File: src/rtl/cia_tod_counter.sv
// -----------------------------------------------------------------------------
// cia_tod_counter
//    Time-of-day counter with alarm for a CIA-style peripheral. The counter and
//    the alarm are NBYTES bytes wide and are accessed one byte per register
//    select. Reads go through a hold latch so that a multi-byte read is
//    coherent. A write to the MSB stops counting and a write to the LSB
//    restarts it. When BUGGY_CARRY is set, the carry from the low segment into
//    the upper segment is applied one enabled cycle late, which reproduces the
//    original chip's lost-carry behaviour.
//
// Parameters
//    NBYTES      counter/alarm width in bytes (2..4)
//    SPLIT_BITS  low segment width used by the split-carry mode (1..8*NBYTES-1)
//    BUGGY_CARRY 1: delayed upper-segment carry, 0: single-step increment
//
// Ports
//    i_clk        system clock
//    i_reset_n    asynchronous active-low reset
//    i_clk7_en    clock enable; state changes only when high
//    i_wr         1 = write access, 0 = read access
//    i_sel        one-hot byte select, bit 0 = LSB
//    i_tcr        control register B select (bit 7 = ALARM)
//    i_data_in    bus write data
//    o_data_out   bus read data (combinational)
//    i_count      count tick, one enabled cycle wide
//    o_irq        alarm interrupt request
//    o_running    counting enabled status
// -----------------------------------------------------------------------------
module cia_tod_counter #(
   parameter int NBYTES      = 3,
   parameter int SPLIT_BITS  = 12,
   parameter bit BUGGY_CARRY = 1'b1
) (
   input  logic              i_clk,
   input  logic              i_reset_n,
   input  logic              i_clk7_en,
   input  logic              i_wr,
   input  logic [NBYTES-1:0] i_sel,
   input  logic              i_tcr,
   input  logic [7:0]        i_data_in,
   output logic [7:0]        o_data_out,
   input  logic              i_count,
   output logic              o_irq,
   output logic              o_running
);

   localparam int W   = 8 * NBYTES;
   localparam int UW  = W - SPLIT_BITS;
   localparam int MSB = NBYTES - 1;

   // Replace every selected byte lane of old_v with data.
   function automatic logic [W-1:0] f_merge_byte(
      input logic [W-1:0]      old_v,
      input logic [NBYTES-1:0] sel,
      input logic [7:0]        data
   );
      logic [W-1:0] v;
      v = old_v;
      for (int i = 0; i < NBYTES; i++) begin
         if (sel[i]) begin
            v[8*i +: 8] = data;
         end
      end
      return v;
   endfunction

   // Return the selected byte lane of v; the lowest selected lane wins.
   function automatic logic [7:0] f_pick_byte(
      input logic [W-1:0]      v,
      input logic [NBYTES-1:0] sel
   );
      logic [7:0] b;
      b = 8'h00;
      for (int i = NBYTES - 1; i >= 0; i--) begin
         if (sel[i]) begin
            b = v[8*i +: 8];
         end
      end
      return b;
   endfunction

   // State
   logic [W-1:0]          r_tod;
   logic [W-1:0]          r_alarm;
   logic [W-1:0]          r_tod_latch;
   logic                  r_crb7;
   logic                  r_count_ena;
   logic                  r_latch_ena;
   logic                  r_count_del;
   logic                  r_count_del2;
   logic                  r_todcarry;

   // Decoded access strobes and next-state values
   logic                  w_tick;
   logic                  w_tod_wr;
   logic                  w_alarm_wr;
   logic                  w_cr_wr;
   logic                  w_wr_lsb;
   logic                  w_wr_msb;
   logic                  w_rd_lsb;
   logic                  w_rd_msb;
   logic [SPLIT_BITS-1:0] w_low;
   logic [UW-1:0]         w_high;
   logic [W-1:0]          w_tod_nxt;
   logic                  w_carry_nxt;
   logic [7:0]            w_data_out;

   // Byte writes land in the alarm instead of the counter while crb7 is set.
   assign w_tod_wr   = i_wr & (|i_sel) & ~r_crb7;
   assign w_alarm_wr = i_wr & (|i_sel) & r_crb7;
   assign w_cr_wr    = i_wr & i_tcr;
   assign w_wr_lsb   = i_wr & i_sel[0] & ~r_crb7;
   assign w_wr_msb   = i_wr & i_sel[MSB] & ~r_crb7;
   assign w_rd_lsb   = ~i_wr & i_sel[0];
   assign w_rd_msb   = ~i_wr & i_sel[MSB] & ~r_crb7;
   assign w_tick     = i_count & r_count_ena;
   assign w_low      = r_tod[SPLIT_BITS-1:0];
   assign w_high     = r_tod[W-1:SPLIT_BITS];

   // Next counter value: a bus write beats a tick, and a tick beats the
   // delayed upper-segment carry (so a back-to-back tick loses that carry).
   always_comb begin
      w_tod_nxt   = r_tod;
      w_carry_nxt = r_todcarry;
      if (w_tod_wr) begin
         w_tod_nxt = f_merge_byte(r_tod, i_sel, i_data_in);
      end else if (w_tick) begin
         if (BUGGY_CARRY) begin
            w_tod_nxt[SPLIT_BITS-1:0] = w_low + SPLIT_BITS'(1'b1);
            w_carry_nxt               = (w_low == {SPLIT_BITS{1'b1}});
         end else begin
            w_tod_nxt = r_tod + W'(1'b1);
         end
      end else if (BUGGY_CARRY && r_count_del) begin
         w_tod_nxt[W-1:SPLIT_BITS] = w_high + UW'(r_todcarry);
      end else begin
         w_tod_nxt = r_tod;
      end
   end

   // Counter and pending low-segment carry.
   always_ff @(posedge i_clk or negedge i_reset_n) begin
      if (!i_reset_n) begin
         r_tod      <= {W{1'b0}};
         r_todcarry <= 1'b0;
      end else if (i_clk7_en) begin
         r_tod      <= w_tod_nxt;
         r_todcarry <= w_carry_nxt;
      end
   end

   // Alarm register; resets to all ones so it cannot match a freshly reset counter.
   always_ff @(posedge i_clk or negedge i_reset_n) begin
      if (!i_reset_n) begin
         r_alarm <= {W{1'b1}};
      end else if (i_clk7_en && w_alarm_wr) begin
         r_alarm <= f_merge_byte(r_alarm, i_sel, i_data_in);
      end
   end

   // Control bit 7 and the count enable (MSB write stops, LSB or CR write restarts).
   always_ff @(posedge i_clk or negedge i_reset_n) begin
      if (!i_reset_n) begin
         r_crb7      <= 1'b0;
         r_count_ena <= 1'b0;
      end else if (i_clk7_en) begin
         if (w_cr_wr) begin
            r_crb7 <= i_data_in[7];
         end
         if (w_wr_msb) begin
            r_count_ena <= 1'b0;
         end else if (w_wr_lsb || (w_cr_wr && !i_data_in[7])) begin
            r_count_ena <= 1'b1;
         end
      end
   end

   // Read hold latch: an MSB read freezes the snapshot, an LSB read releases it.
   always_ff @(posedge i_clk or negedge i_reset_n) begin
      if (!i_reset_n) begin
         r_tod_latch <= {W{1'b0}};
         r_latch_ena <= 1'b1;
      end else if (i_clk7_en) begin
         if (r_latch_ena) begin
            r_tod_latch <= r_tod;
         end
         if (w_rd_msb) begin
            r_latch_ena <= 1'b0;
         end else if (w_rd_lsb) begin
            r_latch_ena <= 1'b1;
         end
      end
   end

   // Tick delay line; it drives the delayed carry and qualifies the alarm match.
   always_ff @(posedge i_clk or negedge i_reset_n) begin
      if (!i_reset_n) begin
         r_count_del  <= 1'b0;
         r_count_del2 <= 1'b0;
      end else if (i_clk7_en) begin
         r_count_del  <= i_count & r_count_ena;
         r_count_del2 <= r_count_del & r_count_ena;
      end
   end

   // Read mux: byte selects take priority over the control register.
   always_comb begin
      w_data_out = 8'h00;
      if (!i_wr && (|i_sel)) begin
         w_data_out = f_pick_byte(r_tod_latch, i_sel);
      end else if (!i_wr && i_tcr) begin
         w_data_out = {r_crb7, 7'b000_0000};
      end else begin
         w_data_out = 8'h00;
      end
   end

   assign o_data_out = w_data_out;
   // Only a match following a tick raises irq, so a write-created match stays silent.
   assign o_irq      = (r_tod == r_alarm) & (r_count_del | r_count_del2);
   assign o_running  = r_count_ena;

endmodule

File: config.mk
export PLATFORM = sky130hd
export DESIGN_NAME = cia_tod_counter
export DESIGN_NICKNAME = d
export VERILOG_FILES = /design/src/rtl/cia_tod_counter.sv
export SDC_FILE = /design/constraint.sdc
export NUM_CORES = 1
export LEC_CHECK = 0
export ABC_AREA = 1
export BUFFER_PORTS_ARGS = -buffer_cell sky130_fd_sc_hd__buf_4
export CORE_ASPECT_RATIO = 1.2
export CORE_UTILIZATION = 60
export DETAILED_ROUTE_END_ITERATION = 8
export GPL_ROUTABILITY_DRIVEN = 0
export PLACE_DENSITY_LB_ADDON = 0.1
export SLEW_MARGIN = 20
export SYNTH_ARGS = -nofsm -noshare
export SYNTH_HDL_FRONTEND = slang
export SYNTH_SLANG_ARGS = --single-unit
File: constraint.sdc
create_clock -name i_clk -period 1.9 [get_ports i_clk]
set_clock_uncertainty 0.05 [all_clocks]
set_input_delay 0.19 -clock i_clk [delete_from_list [all_inputs] [get_ports i_clk]]
set_output_delay 0.19 -clock i_clk [all_outputs]
set_load 0.01 [all_outputs]
==> impl_metrics.env <==
export IMPL_status="complete, no violations"
export IMPL_min_path_type="in -> reg"
export IMPL_tritoncts="done"
export IMPL_pwr_share_seq_pct=48.4
export IMPL_crit_chain="xnor2_1, nand2_1, nor3_1, nand3_1, nor2_1, buf_4"
export IMPL_power_internal_mw=3.59
export IMPL_cp_arrival_ps=1600
export IMPL_cts_clk_slew_worst_paths_ps=80
export IMPL_drtAntennaViolNets=0
export IMPL_vias=3911
export IMPL_maxSlewHeadroom_pct=63.6
export IMPL_via_per_inst=5.71
export IMPL_die_h_um=94.8
export IMPL_p_leak_nw=2.27
export IMPL_core_um2=6900
export IMPL_fp_dieW_um=79.3
export IMPL_period_minus_slack_ps=1840
export IMPL_grt_setup_unrepaired="yes"
export IMPL_antenna_cells=0
export IMPL_worstPathRequired_ps=1660
export IMPL_nFillCells=590
export IMPL_syn_area_per_cell_um2=7.64
export IMPL_insertion_delay_ps=360
export IMPL_peakVddDrop_v=0.000774
export IMPL_cap_viol_max_count=0
export IMPL_fin_cells=685
export IMPL_wirelength_um=11400
export IMPL_clock_fmax_ghz=0.543
export IMPL_fin_ws_ps=59.9
export IMPL_p_comb_share_pct=30.9
export IMPL_finalSetupViolCount=0
export IMPL_cp_buffers_inverters=1
export IMPL_cp_max_fo=5
export IMPL_grt_pass1_vias=3696
export IMPL_clock_sinks=78
export IMPL_synthFlopType="dfrtp_1"
export IMPL_seq_area_frac_synth_pct=46.1
export IMPL_drc=0
export IMPL_finalCritPeriodShare_pct=96.8
export IMPL_synth_cells=563
export IMPL_synth_area_um2=4300
export IMPL_regArea_um2=1990
export IMPL_portBuffers=26
export IMPL_gr_usage_all_layers_pct=33.4
export IMPL_htree_levels=3
export IMPL_dp_slack_ps=204
export IMPL_start_kind="register"
export IMPL_p_sw_share_pct=38.5
export IMPL_end_kind="primary output"
export IMPL_cts_root_buf="clkbuf_8"
export IMPL_firstDrtPassIters=5
export IMPL_dp_cells=667
export IMPL_ys_types=36
export IMPL_hpwl_um=8620
export IMPL_start_util_pct=62.4
export IMPL_worst_slew_pin_slew_ps=544
export IMPL_grt_max_degree=44
export IMPL_powerDensity_nw_per_um2=1220
export IMPL_die_area_um2=7520
export IMPL_cts_buffers_inserted=9
export IMPL_synth_edf_count=0
export IMPL_grt_antenna_before_repair=0
export IMPL_startpoint="r_tod[11]"
export IMPL_io_pins=27
export IMPL_fin_nets=613
export IMPL_grt_pass1_wl_um=18600
export IMPL_p_sw_mw=2.25
export IMPL_yosys_register_bits=78
export IMPL_cts_max_path_buffers=2
export IMPL_critPathSlowestCell="dfrtp_1"
export IMPL_r2r_start="r_todcarry"
export IMPL_drtIter0Drc=425
export IMPL_multi_input_area_um2=2030
export IMPL_drive_gt1_share_pct=19.7
export IMPL_worst_path_largest_cell_delay_ps=480
export IMPL_slew_violations=0
export IMPL_globalRouteOverflowTotal=0
export IMPL_p_clk_share_pct=20.8
export IMPL_detail_route_wl_per_cell_um=16.6
export IMPL_worstHoldStart="i_data_in[0]"
export IMPL_path_class="reg -> out"
export IMPL_row_count=33
export IMPL_syn_num_nets=583
export IMPL_cp_top_family="flip-flops"
export IMPL_async_flop_share_pct=100
export IMPL_hold_viol_final=0
export IMPL_synth_warnings=0
export IMPL_area_growth_pct=11.4
-- worst min-delay path, cell delays in order --
cell     delay (ps)
buf_4           120
inv_1            70
o21ai_1          80
-- area by class of cell --
type | instances | share of cell area (%)
clock inverter | 5 | 1.25
clock buffer | 11 | 2.74
sequential | 78 | 41.5
tap | 87 | 2.27
multi-input combinational | 417 | 42.4
timing repair buffer | 34 | 5.64
inverter | 53 | 4.25
-- flip-flops by register name, indices dropped and copies added, names as in the netlist --
register and cells:
r_crb7 1, r_latch_ena 1, r_count_del2 1, r_tod_latch 24, r_alarm 24, r_tod 24
r_count_del 1, r_todcarry 1, o_running 1
-- power by group through the flow --
| stage | Combinational (mW) | Clock [mW] | Sequential (mW) |
|---|---|---|---|
| after floorplan | 1.28 | 0 | 2.61 |
| after global placement | 1.69 | 0 | 2.79 |
| after detailed placement | 1.73 | 0 | 2.81 |
| after CTS | 1.76 | 1.23 | 2.78 |
| after global routing | 2.03 | 1.30 | 2.89 |
| final | 1.80 | 1.21 | 2.82 |
-- cells in the final DEF, fill, tap and decap left out --
cell type,synthesis,final
nand2_1,180,180
and2_1,0,1
nand2_2,4,4
a21oi_2,1,1
inv_1,50,38
nor2_1,42,41
nand4_1,4,4
a221oi_1,2,2
nand3_1,35,35
inv_4,1,2
xnor2_1,2,2
dfstp_2,25,25
o21bai_1,2,2
ha_1,3,3
a21oi_1,21,21
buf_12,0,1
clkbuf_1,5,2
o22ai_1,4,4
nand2_4,3,3
nor3_2,0,1
clkinvlp_4,0,4
nand3_2,1,1
nor2_2,5,6
dfrtp_1,53,48
buf_4,3,32
o221ai_1,1,1
nor2_8,1,1
dlygate4sd3_1,0,1
nor2_4,2,2
xor2_1,9,9
o21ai_0,71,69
mux2_2,5,5
clkbuf_8,0,9
inv_2,2,13
o32ai_1,1,1
a21oi_4,2,2
nor3_1,2,1
o21ai_1,13,15
dfrtp_2,0,5
bufinv_16,0,1
-- what timing repair did --
item                                    4_1_cts  5_1_grt
resized for setup                             5       18
pin swaps                                     0        5
hold endpoints to repair                     25        0
cloned                                        0        0
buffers inserted                              0        1
hold buffers                                  1        0
endpoints found under the setup margin        1        2
-- logic make-up (layout without fill, tap and decap cells) --
family | count (synthesis) | in the layout | share of synthesized area (%)
and+or+nand+nor | 280 | 280 | 27.7
AOI/OAI and AO/OA | 118 | 118 | 14.9
adders and majority gates | 3 | 3 | 0.872
buffers and inverters | 68 | 103 | 6.89
DFF | 78 | 78 | 46.1
xor gates and xnor gates | 11 | 11 | 2.24
muxes | 5 | 5 | 1.31
-- layer usage --
metal,wire length (um),global-route usage (%),up-vias
met4,457,17.0,0
met2,5290,53.6,192
met3,805,6.09,38
met5,0,0,-
met1,4850,43.2,1797
li1,-,-,1884
-- stage by stage --
step	util, %	total power [mW]	setup TNS (ps)	hold WS, ps	instance area, um^2
floorplan	-	3.90	0	-156	4300
global placement	66.3	4.49	0	109	4570
detailed placement	66.3	4.54	0	116	4570
CTS	69.3	5.78	0	54.8	4780
global route	69.6	6.22	-15.8	93.0	4800
finish	69.6	5.84	0	59.3	4800
-- synthesized netlist by cell type, drive strengths merged (3+ instances only) --
master	count	area, um^2
dfrtp	53	1330
o22ai	4	25.0
inv	53	201
dfstp	25	657
mux2	5	56.3
nor2	50	231
xor2	9	78.8
nand3	36	185
o21ai	84	420
clkbuf	6	23.8
nand4	4	25.0
ha	3	37.5
a21oi	24	146
nand2	187	734
buf	9	71.3
-- worst paths after layout --
| kind | endpoint | slack [ps] | cells after the start |
|---|---|---|---|
| worst min register to register | r_alarm[10] | 440 | 2 |
| max in group asynchronous | r_latch_ena | 900 | 3 |
| worst max-delay path | o_irq | 60 | 6 |
| worst max register to register | r_tod[23] | 300 | 9 |
| worst min-delay path | r_alarm[8] | 60 | 3 |
| min in group asynchronous | r_tod_latch[21] | 260 | 2 |
No activity file was read; power rests on OpenSTA's default activity.
